<file path="src/rtl/sobel_pkg.sv">
// Shared defaults, FSM encoding and magnitude constants for the Sobel frame engine.
package sobel_pkg;

    localparam int DEF_WIDTH  = 150;
    localparam int DEF_HEIGHT = 150;
    localparam int DEF_ADDR_W = 15;
    localparam int DEF_PIX_W  = 8;

    localparam int MAG_W   = 12;
    localparam int G_W     = MAG_W - 1;
    localparam int MAG_SAT = 255;

    typedef enum logic [2:0] {
        IDLE,
        FETCH,
        CALC,
        WRITE,
        FIN
    } state_t;

endpackage

</file>
<file path="src/rtl/sobel_mag3x3.sv">
// Combinational 3x3 Sobel: |Gx|+|Gy| saturated to 8 bits, compared against a threshold.
module sobel_mag3x3
    import sobel_pkg::*;
#(
    parameter int PIX_W = DEF_PIX_W
) (
    input  logic [8:0][PIX_W-1:0] pix,
    input  logic [7:0]            threshold,
    output logic [7:0]            mag,
    output logic                  edge_bit
);

    logic [G_W-1:0]   gx;
    logic [G_W-1:0]   gy;
    logic [G_W-1:0]   ax;
    logic [G_W-1:0]   ay;
    logic [MAG_W-1:0] sum;

    always_comb begin
        gx = (G_W'(pix[2]) + (G_W'(pix[5]) << 1) + G_W'(pix[8]))
           - (G_W'(pix[0]) + (G_W'(pix[3]) << 1) + G_W'(pix[6]));
        gy = (G_W'(pix[6]) + (G_W'(pix[7]) << 1) + G_W'(pix[8]))
           - (G_W'(pix[0]) + (G_W'(pix[1]) << 1) + G_W'(pix[2]));
        // Gradients never reach -1024, so negation cannot overflow.
        ax  = gx[G_W-1] ? (G_W'(0) - gx) : gx;
        ay  = gy[G_W-1] ? (G_W'(0) - gy) : gy;
        sum = MAG_W'(ax) + MAG_W'(ay);
        mag = (sum > MAG_W'(MAG_SAT)) ? 8'(MAG_SAT) : sum[7:0];
        edge_bit = (mag > threshold);
    end

endmodule

</file>
<file path="src/rtl/sobel_frame_engine.sv">
// Raster-scans a grayscale frame, computes a thresholded Sobel bit per pixel and
// writes it to the edge buffer; border pixels are written as 0 without reads.
module sobel_frame_engine
    import sobel_pkg::*;
#(
    parameter int WIDTH  = DEF_WIDTH,
    parameter int HEIGHT = DEF_HEIGHT,
    parameter int ADDR_W = DEF_ADDR_W,
    parameter int PIX_W  = DEF_PIX_W
) (
    input  logic              clk,
    input  logic              rst,
    input  logic              start,
    input  logic [7:0]        threshold,
    output logic              busy,
    output logic              done,
    output logic [ADDR_W-1:0] rd_addr,
    input  logic [PIX_W-1:0]  rd_data,
    output logic [ADDR_W-1:0] wr_addr,
    output logic              wr_data,
    output logic              wr_en
);

    localparam logic [ADDR_W-1:0] W_A    = ADDR_W'(WIDTH);
    localparam logic [ADDR_W-1:0] LAST_C = ADDR_W'(WIDTH - 1);
    localparam logic [ADDR_W-1:0] LAST_R = ADDR_W'(HEIGHT - 1);
    localparam logic [ADDR_W-1:0] ONE    = ADDR_W'(1);

    state_t state, state_nxt;

    logic [ADDR_W-1:0]     row, col, row_base;
    logic [ADDR_W-1:0]     nxt_row, nxt_col, nxt_base;
    logic [ADDR_W-1:0]     win_row, win_addr, rd_hold;
    logic [3:0]            k;
    logic [1:0]            dc;
    logic [8:0][PIX_W-1:0] p;
    logic [7:0]            thr_r;
    logic                  edge_r;
    logic [7:0]            mag;
    logic                  edge_bit;
    logic                  last_pix;

    function automatic logic is_interior(input logic [ADDR_W-1:0] r, input logic [ADDR_W-1:0] c);
        return (r != '0) && (r != LAST_R) && (c != '0) && (c != LAST_C);
    endfunction

    sobel_mag3x3 #(.PIX_W(PIX_W)) u_mag (
        .pix       (p),
        .threshold (thr_r),
        .mag       (mag),
        .edge_bit  (edge_bit)
    );

    always_comb begin
        last_pix = (row == LAST_R) && (col == LAST_C);
        nxt_col  = (col == LAST_C) ? '0 : col + ONE;
        nxt_row  = (col == LAST_C) ? row + ONE : row;
        nxt_base = (col == LAST_C) ? row_base + W_A : row_base;
        win_addr = win_row + ADDR_W'(dc);
    end

    always_ff @(posedge clk) begin
        if (rst) state <= IDLE;
        else     state <= state_nxt;
    end

    always_comb begin
        state_nxt = state;
        case (state)
            IDLE:  if (start) state_nxt = is_interior('0, '0) ? FETCH : WRITE;
            FETCH: if (k == 4'd9) state_nxt = CALC;
            CALC:  state_nxt = WRITE;
            WRITE: begin
                if (last_pix)                           state_nxt = FIN;
                else if (is_interior(nxt_row, nxt_col)) state_nxt = FETCH;
                else                                    state_nxt = WRITE;
            end
            FIN:     state_nxt = IDLE;
            default: state_nxt = IDLE;
        endcase
    end

    // Window row pointer starts at addr(r-1, c-1) and steps +WIDTH every three issues.
    always_ff @(posedge clk) begin
        if (rst) begin
            row      <= '0;
            col      <= '0;
            row_base <= '0;
            win_row  <= '0;
            rd_hold  <= '0;
            k        <= '0;
            dc       <= '0;
            p        <= '0;
            thr_r    <= '0;
            edge_r   <= 1'b0;
        end else begin
            case (state)
                IDLE: if (start) begin
                    row      <= '0;
                    col      <= '0;
                    row_base <= '0;
                    win_row  <= '0 - W_A - ONE;
                    k        <= '0;
                    dc       <= '0;
                    thr_r    <= threshold;
                    edge_r   <= 1'b0;
                end
                FETCH: begin
                    k <= k + 4'd1;
                    if (k != 4'd9) begin
                        rd_hold <= win_addr;
                        if (dc == 2'd2) begin
                            dc      <= '0;
                            win_row <= win_row + W_A;
                        end else begin
                            dc <= dc + 2'd1;
                        end
                    end
                    // Data lags the address by one cycle; shift it in so p[0] ends up first.
                    if (k != 4'd0) p <= {rd_data, p[8:1]};
                end
                CALC: edge_r <= edge_bit && (mag != 8'd0);
                WRITE: if (!last_pix) begin
                    row      <= nxt_row;
                    col      <= nxt_col;
                    row_base <= nxt_base;
                    win_row  <= nxt_base + nxt_col - W_A - ONE;
                    k        <= '0;
                    dc       <= '0;
                    edge_r   <= 1'b0;
                end
                default: ;
            endcase
        end
    end

    always_comb begin
        busy    = (state == FETCH) || (state == CALC) || (state == WRITE);
        done    = (state == FIN);
        wr_en   = (state == WRITE);
        wr_data = (state == WRITE) && edge_r;
        wr_addr = row_base + col;
        rd_addr = ((state == FETCH) && (k != 4'd9)) ? win_addr : rd_hold;
    end

endmodule

</file>
<file path="config.mk">
export PLATFORM = sky130hd
export DESIGN_NAME = sobel_frame_engine
export DESIGN_NICKNAME = d
export VERILOG_FILES = /design/src/rtl/sobel_pkg.sv /design/src/rtl/sobel_mag3x3.sv /design/src/rtl/sobel_frame_engine.sv
export SDC_FILE = /design/constraint.sdc
export NUM_CORES = 1
export LEC_CHECK = 0
export ABC_AREA = 1
export ABC_CLOCK_PERIOD_IN_PS = 9560
export CAP_MARGIN = 5
export CORE_MARGIN = 2
export CORE_UTILIZATION = 55
export DETAILED_ROUTE_END_ITERATION = 6
export PLACE_DENSITY = 0.8
export SYNTH_ARGS = -nofsm -noshare
export SYNTH_HDL_FRONTEND = slang
export SYNTH_HIERARCHICAL = 1
export SYNTH_SLANG_ARGS = --single-unit
</file>
<file path="constraint.sdc">
create_clock -name clk -period 9.56 [get_ports clk]
set_input_delay 2.868 -clock clk [delete_from_list [all_inputs] [get_ports clk]]
set_output_delay 2.868 -clock clk [all_outputs]
set_load 0.01 [all_outputs]
</file>
### Word-level counts from Yosys, hierarchy flattened

Cells that the tools add are included.

* register bits: 165
* latch bits: 0
* memory bits (writable): 0
* memory bits (read-only): 0
* input port bits: 19
* output and inout bits: 34
* memories: 0

* $add $sub $neg: 24
* $mul: 0
* div/mod/pow operators: 0
* $lt $le $gt $ge: 2
* equal/unequal tests: 16
* shifts and indexed selects: 0
* mux-type cells: 35
* bitwise gates (word level): 0
* reductions and logical operators: 26

Operators by type and width (count)
* $mux W15: 12
* $pmux W15 S2: 3
* $pmux W15 S3: 1
* $add A11 B8 Y11: 4
* $add A8 B9 Y10: 4
* $add A15 B1 Y15 const B: 2
* $add A15 B15 Y15: 2
* $add A15 B8 Y15 const B: 2
* $eq A15 B8 Y1 const B: 2
* $ne A15 B8 Y1 const B: 2
* $reduce_bool A15 Y1: 2
* $mux W11: 2
* $sub A1 B11 Y11 const A: 2
* $sub A11 B11 Y11: 2
* $add A15 B2 Y15: 1
* $sub A15 B1 Y15 const B: 1
* $sub A15 B8 Y15 const B: 1
* $add A11 B11 Y12: 1
* $gt A12 B8 Y1 const B: 1
* $pmux W3 S4: 1
* $pmux W4 S3: 1
* $mux W2: 5
* $ne A2 B2 Y1 const B: 5
* $mux W3: 3
* other kinds (25): 41

### Longest topological paths before layout

* depth after elaboration: 11
* gate-level depth with buffers: 40

### Hierarchy

The synthesis kept the hierarchy.

By module, submodules not included
* sobel_frame_engine: instances 1, cells an instance 1428, area each 9606.7 um^2, seq. area each 3283.1 um^2
* sobel_mag3x3: instances 1, cells an instance 573, area each 3915.0 um^2, seq. area each 0.0 um^2

### Least setup slack after synthesis

Ideal clock, no wire load.

* path kind: register to register
* start point: reg p[51] (netlist name)
* end point: reg edge_r
* data arrival time: 5283 ps
* required time: 9490 ps
* slack: 4207 ps
* cell stages (with the launch flop): 31
* buffers on the path: 0
* clock period less this slack: 5353 ps
* path through: dfxtp_1 -> inv_1 -> fa_1 -> fa_1 -> inv_1 -> fa_1 -> inv_1 -> ha_1 -> a21oi_2 -> o21ai_1 -> nand2_1 -> nand3_2 -> inv_2 -> nand2_1 -> xnor2_1 -> inv_1 -> ha_1 -> a21oi_1 -> nor2_1 -> nor2_1 -> nand2_1 -> xor2_1 -> nor2_4 -> nand3_1 -> ha_1 -> nand2_1 -> o21ai_0 -> nand2_1 -> a21oi_1 -> nand4_1 -> a21oi_1

* word-level cells in the longest chain between the ends: 11
* elaborated cells between the ends (all ways): 16

Ends and longest elaborated chain
* start: declaration: RTL line sobel_frame_engine.sv:36 `logic [8:0][PIX_W-1:0] p;`
* start signal: assignment: RTL line sobel_frame_engine.sv:120 `if (k != 4'd0) p <= {rd_data, p[8:1]};`
* $add A8 B9 Y10: RTL line sobel_mag3x3.sv:22 `gy = (G_W'(pix[6]) + (G_W'(pix[7]) << 1) + G_W'(pix[8]))`
* $add A11 B8 Y11: RTL line sobel_mag3x3.sv:22
* $sub A11 B11 Y11: RTL line sobel_mag3x3.sv:23 `- (G_W'(pix[0]) + (G_W'(pix[1]) << 1) + G_W'(pix[2]));`
* $sub A1 B11 Y11: RTL line sobel_mag3x3.sv:26 `ay = gy[G_W-1] ? (G_W'(0) - gy) : gy;`
* $mux W11: RTL line sobel_mag3x3.sv:26
* $add A11 B11 Y12 *: RTL line sobel_mag3x3.sv:27 `sum = MAG_W'(ax) + MAG_W'(ay);`
* $gt A12 B8 Y1: RTL line sobel_mag3x3.sv:28 `mag = (sum > MAG_W'(MAG_SAT)) ? 8'(MAG_SAT) : sum[7:0];`
* $mux W8 *: RTL line sobel_mag3x3.sv:28
* via mag[3]: RTL line sobel_frame_engine.sv:39 `logic [7:0] mag;`
* $gt A8 B8 Y1 *: RTL line sobel_mag3x3.sv:29 `edge_bit = (mag > threshold);`
* via edge_bit: RTL line sobel_frame_engine.sv:40 `logic edge_bit;`
* $logic_and A1 B1 Y1 *: RTL line sobel_frame_engine.sv:122 `CALC: edge_r <= edge_bit && (mag != 8'd0);`
* $pmux W1 S3 *: RTL line sobel_frame_engine.sv:97 `case (state)`
* end signal: assignment: RTL line sobel_frame_engine.sv:122
* end: declaration: RTL line sobel_frame_engine.sv:38 `logic edge_r;`

Mark *: on every way through the listed nets, which the timed path passes. The rest lies on a longest branch.
A chain may end at the register's enable or synchronous reset.

### Worst setup path in the final report

* start point: reg state[0]
* end point: out rd_addr[0]

* word-level cells in the longest chain between the ends: 3

Ends and longest elaborated chain
* start: declaration: RTL line sobel_frame_engine.sv:29 `state_t state, state_nxt;`
* start signal: assignment: RTL line sobel_frame_engine.sv:64 `else state <= state_nxt;`
* $eq A3 B1 Y1: RTL line sobel_frame_engine.sv:143 `rd_addr = ((state == FETCH) && (k != 4'd9)) ? win_addr : rd_hold;`
* $logic_and A1 B1 Y1: RTL line sobel_frame_engine.sv:143
* $mux W15: RTL line sobel_frame_engine.sv:143
* end: declaration: RTL line sobel_frame_engine.sv:17 `output logic [ADDR_W-1:0] rd_addr,`

No other way between the ends.

==> impl_results.md <==
- Status: finished with violations
- Violated checks: DRC
- Die H: 161 um
- Worst slew pin tran: 1170 ps
- Initial drt markers: 854
- Worst skew pair latency: 440 ps
- Worst Skew: 12.5 ps
- Post-CTS Resized: 0
- Io pins: 53
- Fin. max-slew vios: 0
- Congestion Overflow GR: 0
- Critical Path RT: 6690 ps
- RSZ-0062 raised after global routing: false
- Hold Path Origin: thr_r[5]
- Max_slew headroom: 0.222
- Max cap viols: 0
- Antenna violations before repair: 0
- Final hold violations: 0
- Finished Layout Cells: 2357
- Vias per cell: 5.33
- Clock transition at path regs: 80 ps
- FFs w/ async S/R, synth: 0
- Initial core utilization: 0.558
- Sequential fraction of the synthesis area: 0.243
- CP Cell Sequence: inv_1 > nor2_4 > inv_2 > nor2_4 > inv_2 > nor2_1 > buf_4 > inv_1 > o21ai_0 > inv_1 > clkdlybuf4s50_1
- CP startpoint: state[0]
- Pre-antenna DRT Iters: 7
- Hold Crit Class: reg2reg
- Fin crit period: 6200 ps
- Gate Count Post-Synth: 2001
- Peak Freq: 161 MHz
- Share of layout cells above drive strength 1: 0.0467
- Max incr delay on CP: 480 ps
- Largest net degree at the start of global routing: 80
- Die Area: 25900 sq um
- Synth-to-Final Area Change: 9.05%
- Netlist area before placement: 13500 sq um
- Sinks on the clock net: 164
- Placed cells: 2325
- Synth Register Bits: 164
- Core area: 24200 sq um
- CP Max Fanout: 22
- Area of placed instances: 14200 sq um
- Post-Syn Nets: 2180
- GRT Util Overall: 0.259
- WHS: 468 ps
- Crit Reg-Reg Startpoint: p[22]
- Final ANT Viol Nets: 0
- Horiz. Die Dim: 161 um
- Clock buffer count from CTS: 17
- Top FF cell, synth: dfxtp_1
- Core Rows: 57
- Setup violators final: 0
- H-tree depth: 4
- Post-CTS setup buffer count: 0
- CTS Hold Bufs: 0
- Remaining routing DRC violations: 16
- Gpl congestion: 0.902
- TritonCTS clock tree: done
- Critical path's most frequent cell: inv_1
- Yosys cell types: 54
- Critical path arrival: 3330 ps
- Max stage delay cell, worst path: clkdlybuf4s50_1
- Port Buffer Count: 52
- Routed via count: 12600
- Wire length per cell: 13.9 um
- Flop2flop setup slack: 3450 ps
- Tcrit/Tclk final: 0.648
- NumNets Final: 2199
- Number of synthesized flops with an enable pin: 0
- CTS Root Cell: clkbuf_16
- HPWL Detailed: 24200 um
- Syn Area/Cell: 6.76 sq um
- ANT cells: 0
- Max clock buf depth: 2
- Vias in the first global route: 12100
- Critical Path End Type: output pin
- Nature of the critical path startpoint: flop
- Routed wire length: 32700 um
- Synth warn: 6
- Post-route cell area: 14700 sq um
- First-pass GRT wire length: 55800 um
- Kind of critical path: reg2out
- Setup TNS: 0 ps
- Fill cells: 2209
## state kept, by name (all words and copies together), names as in the netlist
name,flops
edge_r,1
k,4
row,15
row_base,14
state,3
col,15
rd_hold,15
dc,2
thr_r,8
win_row,15
p,72
## layout by cell type (no fill, tap or decap), types with 51 or more instances in the layout
| cell | count |
|---|---|
| o21ai_0 | 142 |
| xor2_1 | 52 |
| ha_1 | 95 |
| fa_1 | 65 |
| nand2_1 | 390 |
| dfxtp_1 | 164 |
| nor2_1 | 271 |
| clkdlybuf4s50_1 | 51 |
| a21oi_1 | 126 |
| nand3_1 | 119 |
| inv_1 | 327 |
## cell usage after synthesis, types with 32 or more instances
master	instances	area share
a21oi_1	126	0.047
clkbuf_1	37	0.010
dfxtp_1	164	0.24
fa_1	65	0.096
ha_1	95	0.088
inv_1	328	0.091
nand2_1	390	0.11
nand3_1	119	0.044
nand4_1	32	0.015
nor2_1	272	0.076
o21ai_0	142	0.053
xor2_1	52	0.034
## area by class of cell
cell class	instances	area, sq um	share of cell area
Timing Repair Buffer	58	561	0.0380
Inverter	344	1300	0.0879
Sequential cell	164	3280	0.223
Tap cell	324	405	0.0275
Clock inverter	15	159	0.0108
Multi-Input combinational cell	1435	8620	0.584
Clock buffer	17	425	0.0289
## final timing paths
| kind | endpoint | depth (start not counted) |
|---|---|---|
| worst max-delay path | rd_addr[0] | 11 |
| worst min-delay path | thr_r[5] | 2 |
| worst max register to register | edge_r | 32 |
| worst min register to register | thr_r[5] | 2 |
## kinds of logic after synthesis
| kind of cell | Yosys count | share of synthesized area |
|---|---|---|
| buffers and inverters | 402 | 0.120 |
| AND/OR/NAND/NOR | 884 | 0.281 |
| AO/OA/AOI/OAI | 324 | 0.128 |
| flip-flops | 164 | 0.243 |
| adder cells (fa/ha/maj) | 160 | 0.184 |
| XOR/XNOR | 67 | 0.0440 |
## per-layer routing
layer / share of wire / vias to the layer above / track usage
li1: - / 6393 / -
met1: 0.44 / 5783 / 0.316
met2: 0.49 / 312 / 0.463
met3: 0.039 / 66 / 0.0372
met4: 0.030 / 0 / 0.0994
met5: 0 / - / 0
## through the flow
step                worst slack [ps]   util
floorplan                       4210      -
global placement                3690  0.584
detailed placement              3530  0.584
CTS                             3420  0.608
global route                    2920  0.608
finish                          3360  0.608
## worst max-delay path, delay by kind of cell, from the launching register on
kind / cells / cell delay [ps]
AND/OR/NAND/NOR: 3 / 670
flip-flops: 1 / 360
buffers and inverters: 7 / 1460
AO/OA/AOI/OAI: 1 / 390
Power is not shown: default switching activity piles up to over one toggle a cycle in this logic, so the estimate is an artifact.
